**config.mk**
```make
export PLATFORM = sky130hd
export DESIGN_NAME = memory_access_arbiter
export DESIGN_NICKNAME = d
export VERILOG_FILES = /design/src/rtl/memory_access_arbiter.sv
export SDC_FILE = /design/constraint.sdc
export NUM_CORES = 1
export LEC_CHECK = 0
export CORE_AREA = 2 2 293 295
export DETAILED_ROUTE_END_ITERATION = 10
export DIE_AREA = 0 0 295 297
export PLACE_DENSITY_LB_ADDON = 0.2
export SETUP_SLACK_MARGIN = 0.5
export SLEW_MARGIN = 15
export SYNTH_ARGS = -nofsm -noshare
export SYNTH_HDL_FRONTEND = slang
export SYNTH_SLANG_ARGS = --single-unit
```
**constraint.sdc**
```tcl
create_clock -name clk -period 2.8 [get_ports clk]
set_input_delay 0.56 -clock clk [delete_from_list [all_inputs] [get_ports clk]]
set_output_delay 0.56 -clock clk [all_outputs]
set_load 0.1 [all_outputs]
```
**src/rtl/memory_access_arbiter.sv**
```systemverilog
// Round-robin arbiter sharing one memory request port between I-fetch (port 0) and D-cache (port 1),
// tracking outstanding reads by serial so each returning line is routed to its issuer.
module memory_access_arbiter #(
   parameter int ADDR_WIDTH      = 32,
   parameter int DATA_WIDTH      = 128,
   parameter int SERIAL_WIDTH    = 4,
   parameter int WSERIAL_WIDTH   = 4,
   parameter int MAX_OUTSTANDING = 8
) (
   input  logic                     clk,
   input  logic                     rst,
   input  logic                     req0Valid,
   input  logic [ADDR_WIDTH-1:0]    req0Addr,
   output logic                     req0Ack,
   output logic                     rsp0Valid,
   output logic [DATA_WIDTH-1:0]    rsp0Data,
   input  logic                     req1Valid,
   input  logic                     req1Write,
   input  logic [ADDR_WIDTH-1:0]    req1Addr,
   input  logic [DATA_WIDTH-1:0]    req1WriteData,
   output logic                     req1Ack,
   output logic                     rsp1Valid,
   output logic [DATA_WIDTH-1:0]    rsp1Data,
   output logic                     wrDoneValid,
   output logic [WSERIAL_WIDTH-1:0] wrDoneSerial,
   output logic [ADDR_WIDTH-1:0]    memAccessAddr,
   output logic [DATA_WIDTH-1:0]    memAccessWriteData,
   output logic                     memAccessRE,
   output logic                     memAccessWE,
   input  logic                     memAccessBusy,
   input  logic                     memReadDataReady,
   input  logic [DATA_WIDTH-1:0]    memReadData,
   input  logic [SERIAL_WIDTH-1:0]  memReadSerial,
   input  logic                     memWriteRespValid,
   input  logic [WSERIAL_WIDTH-1:0] memWriteRespSerial,
   output logic                     routeError
);

   localparam int NSER  = 1 << SERIAL_WIDTH;
   localparam int CNT_W = $clog2(MAX_OUTSTANDING + 1);

   logic                    last_grant_q, last_grant_d;
   logic [SERIAL_WIDTH-1:0] rd_serial_q, rd_serial_d;
   logic [CNT_W-1:0]        outstanding_q, outstanding_d;
   logic [NSER-1:0]         route_vld_q, route_vld_d;
   logic [NSER-1:0]         route_port_q, route_port_d;
   logic                    route_err_q, route_err_d;

   logic rd_block, elig0, elig1, sel0, sel1, acc_rd, rsp_hit, rsp_miss;

   always_comb begin
      rd_block = (outstanding_q == CNT_W'(MAX_OUTSTANDING));
      elig0    = !rst && req0Valid && !rd_block;
      elig1    = !rst && req1Valid && (req1Write || !rd_block);
      // On a tie, the port that did not win last time goes
      sel1     = elig1 && (!elig0 || !last_grant_q);
      sel0     = elig0 && !sel1;

      memAccessRE        = sel0 || (sel1 && !req1Write);
      memAccessWE        = sel1 && req1Write;
      memAccessAddr      = sel0 ? req0Addr : (sel1 ? req1Addr : '0);
      memAccessWriteData = (sel1 && req1Write) ? req1WriteData : '0;
      req0Ack            = sel0 && !memAccessBusy;
      req1Ack            = sel1 && !memAccessBusy;
      acc_rd             = memAccessRE && !memAccessBusy;

      rsp_hit   = !rst && memReadDataReady && route_vld_q[memReadSerial];
      rsp_miss  = !rst && memReadDataReady && !route_vld_q[memReadSerial];
      rsp0Valid = rsp_hit && !route_port_q[memReadSerial];
      rsp1Valid = rsp_hit && route_port_q[memReadSerial];
      rsp0Data  = memReadData;
      rsp1Data  = memReadData;

      wrDoneValid  = !rst && memWriteRespValid;
      wrDoneSerial = memWriteRespSerial;
      routeError   = route_err_q;
   end

   always_comb begin
      last_grant_d  = last_grant_q;
      rd_serial_d   = rd_serial_q;
      outstanding_d = outstanding_q;
      route_vld_d   = route_vld_q;
      route_port_d  = route_port_q;
      route_err_d   = route_err_q || rsp_miss;

      if (req0Ack) last_grant_d = 1'b0;
      if (req1Ack) last_grant_d = 1'b1;

      if (rsp_hit) route_vld_d[memReadSerial] = 1'b0;
      if (acc_rd) begin
         route_vld_d[rd_serial_q]  = 1'b1;
         route_port_d[rd_serial_q] = sel1;
         rd_serial_d               = rd_serial_q + 1'b1;
      end

      case ({acc_rd, rsp_hit})
         2'b10:   outstanding_d = outstanding_q + CNT_W'(1);
         2'b01:   outstanding_d = outstanding_q - CNT_W'(1);
         default: outstanding_d = outstanding_q;
      endcase
   end

   always_ff @(posedge clk) begin
      if (rst) begin
         last_grant_q  <= 1'b1;
         rd_serial_q   <= '0;
         outstanding_q <= '0;
         route_vld_q   <= '0;
         route_port_q  <= '0;
         route_err_q   <= 1'b0;
      end else begin
         last_grant_q  <= last_grant_d;
         rd_serial_q   <= rd_serial_d;
         outstanding_q <= outstanding_d;
         route_vld_q   <= route_vld_d;
         route_port_q  <= route_port_d;
         route_err_q   <= route_err_d;
      end
   end

endmodule

```
==> impl_metrics.py, run 1 <==
metrics = {
    "logic_synthesis": {
        "ys_ff_latch": 42,
        "ys.flop_type": "dfxtp_1",
        "syn-num-nets": 1112,
        "synthesis.area_sq_um": 5570,
        "yosysMostFrequentCell": "buf_4",
        "yosysWarnings": 0,
        "synth.area.top_cells": "buf_4 35%, dfxtp_1 15%, and3_1 14%",
        "synth_edf_count": 0,
        "postSynth.asyncResetShare": 0,
        "synth_top_area_cell": "buf_4",
        "synth_top_area_share": 0.3531,
        "ys_types": 43,
        "synth_area_per_cell_sq_um": 7.234,
        "synth_cells": 770,
        "yosysSeqAreaShare": 0.1509,
        "ys_top_cells_by_count": "262 x buf_4, 129 x and3_1, 72 x nand2_1",
    },
    "worst_hold_path": {
        "hp-class": "flip-flop to flip-flop",
        "whs_endpoint": "route_vld_q[6]",
        "min-delay-start": "route_vld_q[6]",
        "min_path_cells": 2,
    },
    "sta": {
        "skew_ns": 0.009044,
        "holdWs_ns": 0.4816,
        "period_minus_slack_ns": 2.939,
        "finalHoldViolations": 0,
        "rsz0062_at_grt": "yes",
        "fmax_ghz": 0.3403,
        "fin_crit_sh": 1.050,
        "maxSlewViolCount": 0,
        "worst_slack_ns": -0.1386,
        "setup_viol": 157,
        "slew_headroom": 0.5526,
        "tightestPinTransition_ns": 0.6712,
    },
    "route": {
        "routed_wl_um": 34840,
        "drc": 0,
        "via_count": 5811,
        "wl_per_cell_um": 16.68,
        "viasPerCell": 2.782,
        "drt.antenna.violating_nets": 0,
        "first_pass_iters": 4,
        "drt_iter0_drc": 167,
    },
    "floorplanning": {
        "dieArea_sq_um": 87620,
        "start_util": 0.06594,
        "die_w_um": 295,
        "ios": 764,
        "row_count": 107,
        "core_sq_um": 84480,
        "fp.dieH_um": 297,
    },
    "clock_network": {
        "clock-sinks": 42,
        "cts_buffer_depth": 2,
        "clkSlewWorstSetupHoldPaths_ns": 0.07,
        "htree_levels": 2,
        "cts_tree": "done",
        "cts-root-buf": "clkbuf_16",
        "clk_latency_ns": 0.29,
        "cts_hold_buf": 0,
        "cts_buffers": 5,
    },
    "power": {
        "p_leak_uw": 0.005043,
        "cellPowerDensity_nw_per_um2": 232.3,
        "irDropWorstVdd_mv": 0.2305,
    },
    "global_routing": {
        "grt_pass1_wl_um": 46980,
        "globalRouteOverflowTotal": 0,
        "grt_usage": 0.07359,
        "grt_pass1_vias": 6115,
        "antenna_found_initial": 1,
        "grt_max_degree": 130,
    },
    "final_layout": {
        "area_growth_pct": 141.6,
        "drive_gt1_frac": 0.5820,
        "post-route-util": 0.1593,
        "final_cell_area_sq_um": 13460,
        "fin_nets": 1286,
        "diodes": 0,
        "fin_cells": 2089,
    },
    "critical_path": {
        "r2r-start": "outstanding_q[3]",
        "criticalPathCategory": "flip-flop to output pin",
        "r2r-end": "outstanding_q[2]",
        "reg2reg_slack_ns": 0.18,
        "cp.arrival_ns": 2.38,
        "worst-r2r-cell-count": 15,
        "required_ns": 2.24,
        "cp-start-kind": "flip-flop",
        "end_kind": "output pin",
        "path_max_fanout": 7,
    },
    "placement": {
        "post-dp-hpwl_um": 27690,
        "placed_area_sq_um": 12100,
        "dp_cells": 2031,
        "io_buffers": 371,
        "place_ws_ns": -0.4434,
        "gp_congestion": 0.7060,
    },
    "run_status": {
        "violations": "negative setup slack",
        "status": "complete, but fails checks",
    },
    "flow_run": {
        "maxCapViolations": 0,
    },
}
-- worst max-delay path, stage by stage (launching register included) --
cell and delay, ns:
dfxtp_4 0.35, nor4b_4 0.38, a21oi_2 0.06, a21oi_2 0.16, nor3b_4 0.07, buf_12 0.14, buf_6 0.12, buf_16 0.15
buf_4 0.16, buf_16 0.15, o21ai_4 0.15, buf_12 0.19
-- worst max path at each step --
stage	cells after the start	endpoint	slack (ns)	start
after floorplan	4	rsp0Valid	0.04	memReadSerial[0]
after global routing	11	memAccessAddr[7]	-0.25	outstanding_q[0]
after CTS	11	memAccessAddr[7]	-0.17	outstanding_q[0]
after global placement	14	outstanding_q[2]	-0.54	memReadSerial[1]
final	11	memAccessAddr[7]	-0.14	outstanding_q[0]
after detailed placement	6	rsp1Valid	-0.44	memReadSerial[0]
-- timing repair --
action / in CTS / in global routing
setup buffers: 33 / 3
resized for setup: 125 / 19
cloned: 10 / 4
hold endpoints to repair: 0 / 0
pin swaps: 26 / 14
setup endpoints to repair: 170 / 169
-- cell families after synthesis --
| logic type | count (synthesis) | share of synthesized area |
|---|---|---|
| xor gates and xnor gates | 5 | 0.007861 |
| DFF | 42 | 0.1509 |
| and+or+nand+nor | 281 | 0.2707 |
| AOI/OAI and AO/OA | 81 | 0.08401 |
| muxes | 34 | 0.07345 |
| buffers and inverters | 321 | 0.3996 |
| adders and majority gates | 6 | 0.01348 |
-- layout make-up --
cell class | count | area, sq um
fill | 9324 | 71020
timing repair buffer | 481 | 6993
multi-input combinational | 407 | 4006
tap | 1144 | 1431
sequential | 42 | 849.6
clock buffer | 5 | 125.1
inverter | 7 | 26.28
clock inverter | 3 | 23.77
-- layout by cell type (no fill, tap or decap), types with 2 or more instances in the layout --
| cell | n |
|---|---|
| buf_4 | 40 |
| clkdlybuf4s50_1 | 195 |
| nand3_2 | 2 |
| nand2_4 | 40 |
| and3_4 | 128 |
| a211o_1 | 2 |
| buf_12 | 188 |
| o21ai_0 | 16 |
| nand2b_1 | 5 |
| ha_1 | 4 |
| inv_1 | 7 |
| nand4_1 | 7 |
| buf_6 | 22 |
| a22oi_1 | 2 |
| and2_4 | 4 |
| xor2_1 | 4 |
| buf_16 | 14 |
| o21ai_4 | 32 |
| nor2b_2 | 2 |
| mux2i_1 | 26 |
| mux4_2 | 5 |
| dfxtp_4 | 2 |
| clkinvlp_4 | 2 |
| nor2_1 | 29 |
| nor2_4 | 4 |
| a21oi_2 | 5 |
| nor2b_1 | 6 |
| dlygate4sd2_1 | 3 |
| buf_8 | 13 |
| dfxtp_1 | 39 |
| clkbuf_16 | 9 |
| a221oi_4 | 2 |
| nand2_1 | 12 |
| a21oi_1 | 17 |
| nand3_1 | 12 |
| nand2_2 | 20 |
-- sequential cells by signal, indices dropped and copies added, names as in the netlist --
| register | cells |
|---|---|
| route_port_q | 16 |
| route_vld_q | 16 |
| last_grant_q | 1 |
| rd_serial_q | 4 |
| routeError | 1 |
| outstanding_q | 4 |
-- power breakdown --
| group | internal, uW | switching [uW] |
|---|---|---|
| clock network | 334 | 272 |
| logic | 887 | 1020 |
| registers | 606 | 8.48 |
| total | 1830 | 1300 |
-- per-layer routing --
layer | track usage | vias up | part of all wire
met5 | 0.002217 | - | 0.0012
met4 | 0.01057 | 4 | 0.0083
met3 | 0.03280 | 23 | 0.11
met2 | 0.1304 | 405 | 0.50
met1 | 0.08172 | 2716 | 0.38
li1 | - | 2663 | -
-- through the flow --
stage | setup TNS, ns | power, uW
finish | -13.52 | 3125
CTS | -18.64 | 3138
detailed placement | -39.64 | 2348
floorplan | 0 | 3318
global placement | -36.60 | 2352
global route | -30.12 | 3247
Note: power is estimated with default switching activity, not from simulation.
==> inputs of run 2 (changes only) <==
Settings changed: MAX_ROUTING_LAYER set to met4, SETUP_SLACK_MARGIN 0.5 to 0.4.
==> impl_metrics.py, run 2 (synthesis gave the netlist of run 1 again) <==
metrics = {
    "sta": {
        "maxSlewViolCount": 0,
        "rsz0062_at_grt": "yes",
        "period_minus_slack_ns": 2.887,
        "fin_crit_sh": 1.031,
        "setup_viol": 141,
        "holdWs_ns": 0.4784,
        "tightestPinTransition_ns": 0.7999,
        "finalHoldViolations": 0,
        "fmax_ghz": 0.3463,
        "slew_headroom": 0.4668,
        "skew_ns": 0.005295,
        "worst_slack_ns": -0.08738,
    },
    "final_layout": {
        "diodes": 0,
        "reg_top3": "route_port_q x16, route_vld_q x16",
        "post-route-util": 0.1517,
        "fillers": 9477,
        "drive_gt1_frac": 0.5368,
        "final_cell_mix": "195 x clkdlybuf4s50_1, 179 x buf_12, 128 x and3_4, 49 x nand2_1, 39 x dfxtp_1",
        "area_growth_pct": 130.0,
        "layout_commonest_cell": "clkdlybuf4s50_1",
        "fin_nets": 1265,
    },
    "route": {
        "drc": 0,
        "via_count": 5811,
        "drt.antenna.violating_nets": 0,
        "first_pass_iters": 5,
        "drt_iter0_drc": 222,
        "viasPerCell": 2.810,
        "routed_wl_um": 36620,
        "wl_per_cell_um": 17.71,
    },
    "critical_path": {
        "crit_start": "outstanding_q[0]",
        "crit_end": "memAccessWriteData[53]",
        "reg2reg_slack_ns": 0.37,
        "r2r-start": "outstanding_q[2]",
        "path_max_fanout": 23,
        "r2r-end": "outstanding_q[2]",
        "criticalPathCategory": "flip-flop to output pin",
        "end_kind": "output pin",
        "cp.arrival_ns": 2.33,
        "worst-r2r-cell-count": 13,
        "required_ns": 2.24,
        "cp-start-kind": "flip-flop",
    },
    "clock_network": {
        "cts-root-buf": "clkbuf_16",
        "clock-sinks": 42,
        "clkSlewWorstSetupHoldPaths_ns": 0.06,
        "htree_levels": 2,
        "cts_buffer_depth": 2,
        "cts_tree": "done",
        "clk_latency_ns": 0.29,
        "cts_hold_buf": 0,
        "cts_buffers": 5,
    },
    "power": {
        "p_leak_uw": 0.004633,
        "p_int_uw": 1954,
        "irDropWorstVdd_mv": 0.1924,
        "p_sw_uw": 1247,
        "power_frac_seq": 0.193,
        "power_frac_comb": 0.562,
        "fin_total_pwr_uw": 3202,
        "swShare": 0.3896,
        "cellPowerDensity_nw_per_um2": 249.9,
        "clockPowerShare": 0.246,
    },
    "global_routing": {
        "grt_pass1_vias": 6271,
        "antenna_found_initial": 2,
        "grt_max_degree": 130,
        "grt_usage": 0.08150,
        "grt_pass1_wl_um": 49490,
        "globalRouteOverflowTotal": 0,
    },
    "floorplanning": {
        "row_count": 107,
        "start_util": 0.06594,
        "dieArea_sq_um": 87620,
        "ios": 764,
        "die_w_um": 295,
        "fp.dieH_um": 297,
        "core_sq_um": 84480,
    },
    "run_status": {
        "status": "complete, but fails checks",
        "violations": "negative setup slack",
    },
    "placement": {
        "gp_congestion": 0.8917,
        "io_buffers": 371,
        "post-dp-hpwl_um": 30160,
    },
    "worst_hold_path": {
        "min-delay-start": "routeError",
        "hp-class": "flip-flop to flip-flop",
    },
    "flow_run": {
        "maxCapViolations": 0,
    },
}
## run 2: worst min-delay path by stage
stage                                  to  slack [ns]  depth (start not counted)
after floorplan              last_grant_q        0.45                          1
after global placement         routeError        0.46                          2
after global routing       route_vld_q[5]        0.51                          2
after detailed placement       routeError        0.48                          2
final                          routeError        0.48                          2
after CTS                 route_vld_q[12]        0.49                          2
## run 2: layout make-up
cell class,count,area (sq um),share of cell area
multi-input combinational,407,3772,0.2944
inverter,7,26.28,0.002051
timing repair buffer,460,6538,0.5102
clock inverter,2,60.06,0.004687
tap,1144,1431,0.1117
clock buffer,6,138.9,0.01084
sequential,42,847.1,0.06611
## run 2: power by group through the flow
| stage | combinational [uW] | clock [uW] | sequential (uW) |
|---|---|---|---|
| 2_1_floorplan | 2640 | 0 | 636 |
| 3_3_place_gp | 1690 | 0 | 632 |
| 3_5_place_dp | 1690 | 0 | 631 |
| 4_1_cts | 1780 | 808 | 616 |
| 5_1_grt | 1870 | 840 | 618 |
| 6_report | 1800 | 787 | 617 |
## run 2: stage by stage
step / cells / instance area, sq um / setup WS, ns / TNS [ns]
after floorplan: 770 / 6817 / 0.04016 / 0
after global placement: 2031 / 11850 / -0.6001 / -31.20
after detailed placement: 2031 / 11850 / -0.5893 / -30.75
after CTS: 2062 / 12550 / -0.1165 / -10.49
after global routing: 2068 / 12810 / -0.2179 / -27.87
final: 2068 / 12810 / -0.08738 / -5.849
## run 2: layer usage
metal,vias up,global-route usage,share of wire
li1,2613,-,-
met1,2723,0.08370,0.36
met2,353,0.1346,0.49
met3,122,0.03848,0.12
met4,0,0.03037,0.039
met5,-,-,0
## run 2: repair_timing
item	CTS	global route
cloned	6	2
buffers inserted	17	4
resized for setup	75	52
pin swaps	51	39
setup endpoints to repair	170	167
## run 2: critical path, cell delays in order, from the launching register on
cell     delay [ns]
dfxtp_4        0.35
nor4b_4        0.36
a21oi_2        0.12
nor3b_4        0.24
buf_6          0.15
buf_12         0.16
buf_12         0.19
and3_4         0.24
buf_12         0.18
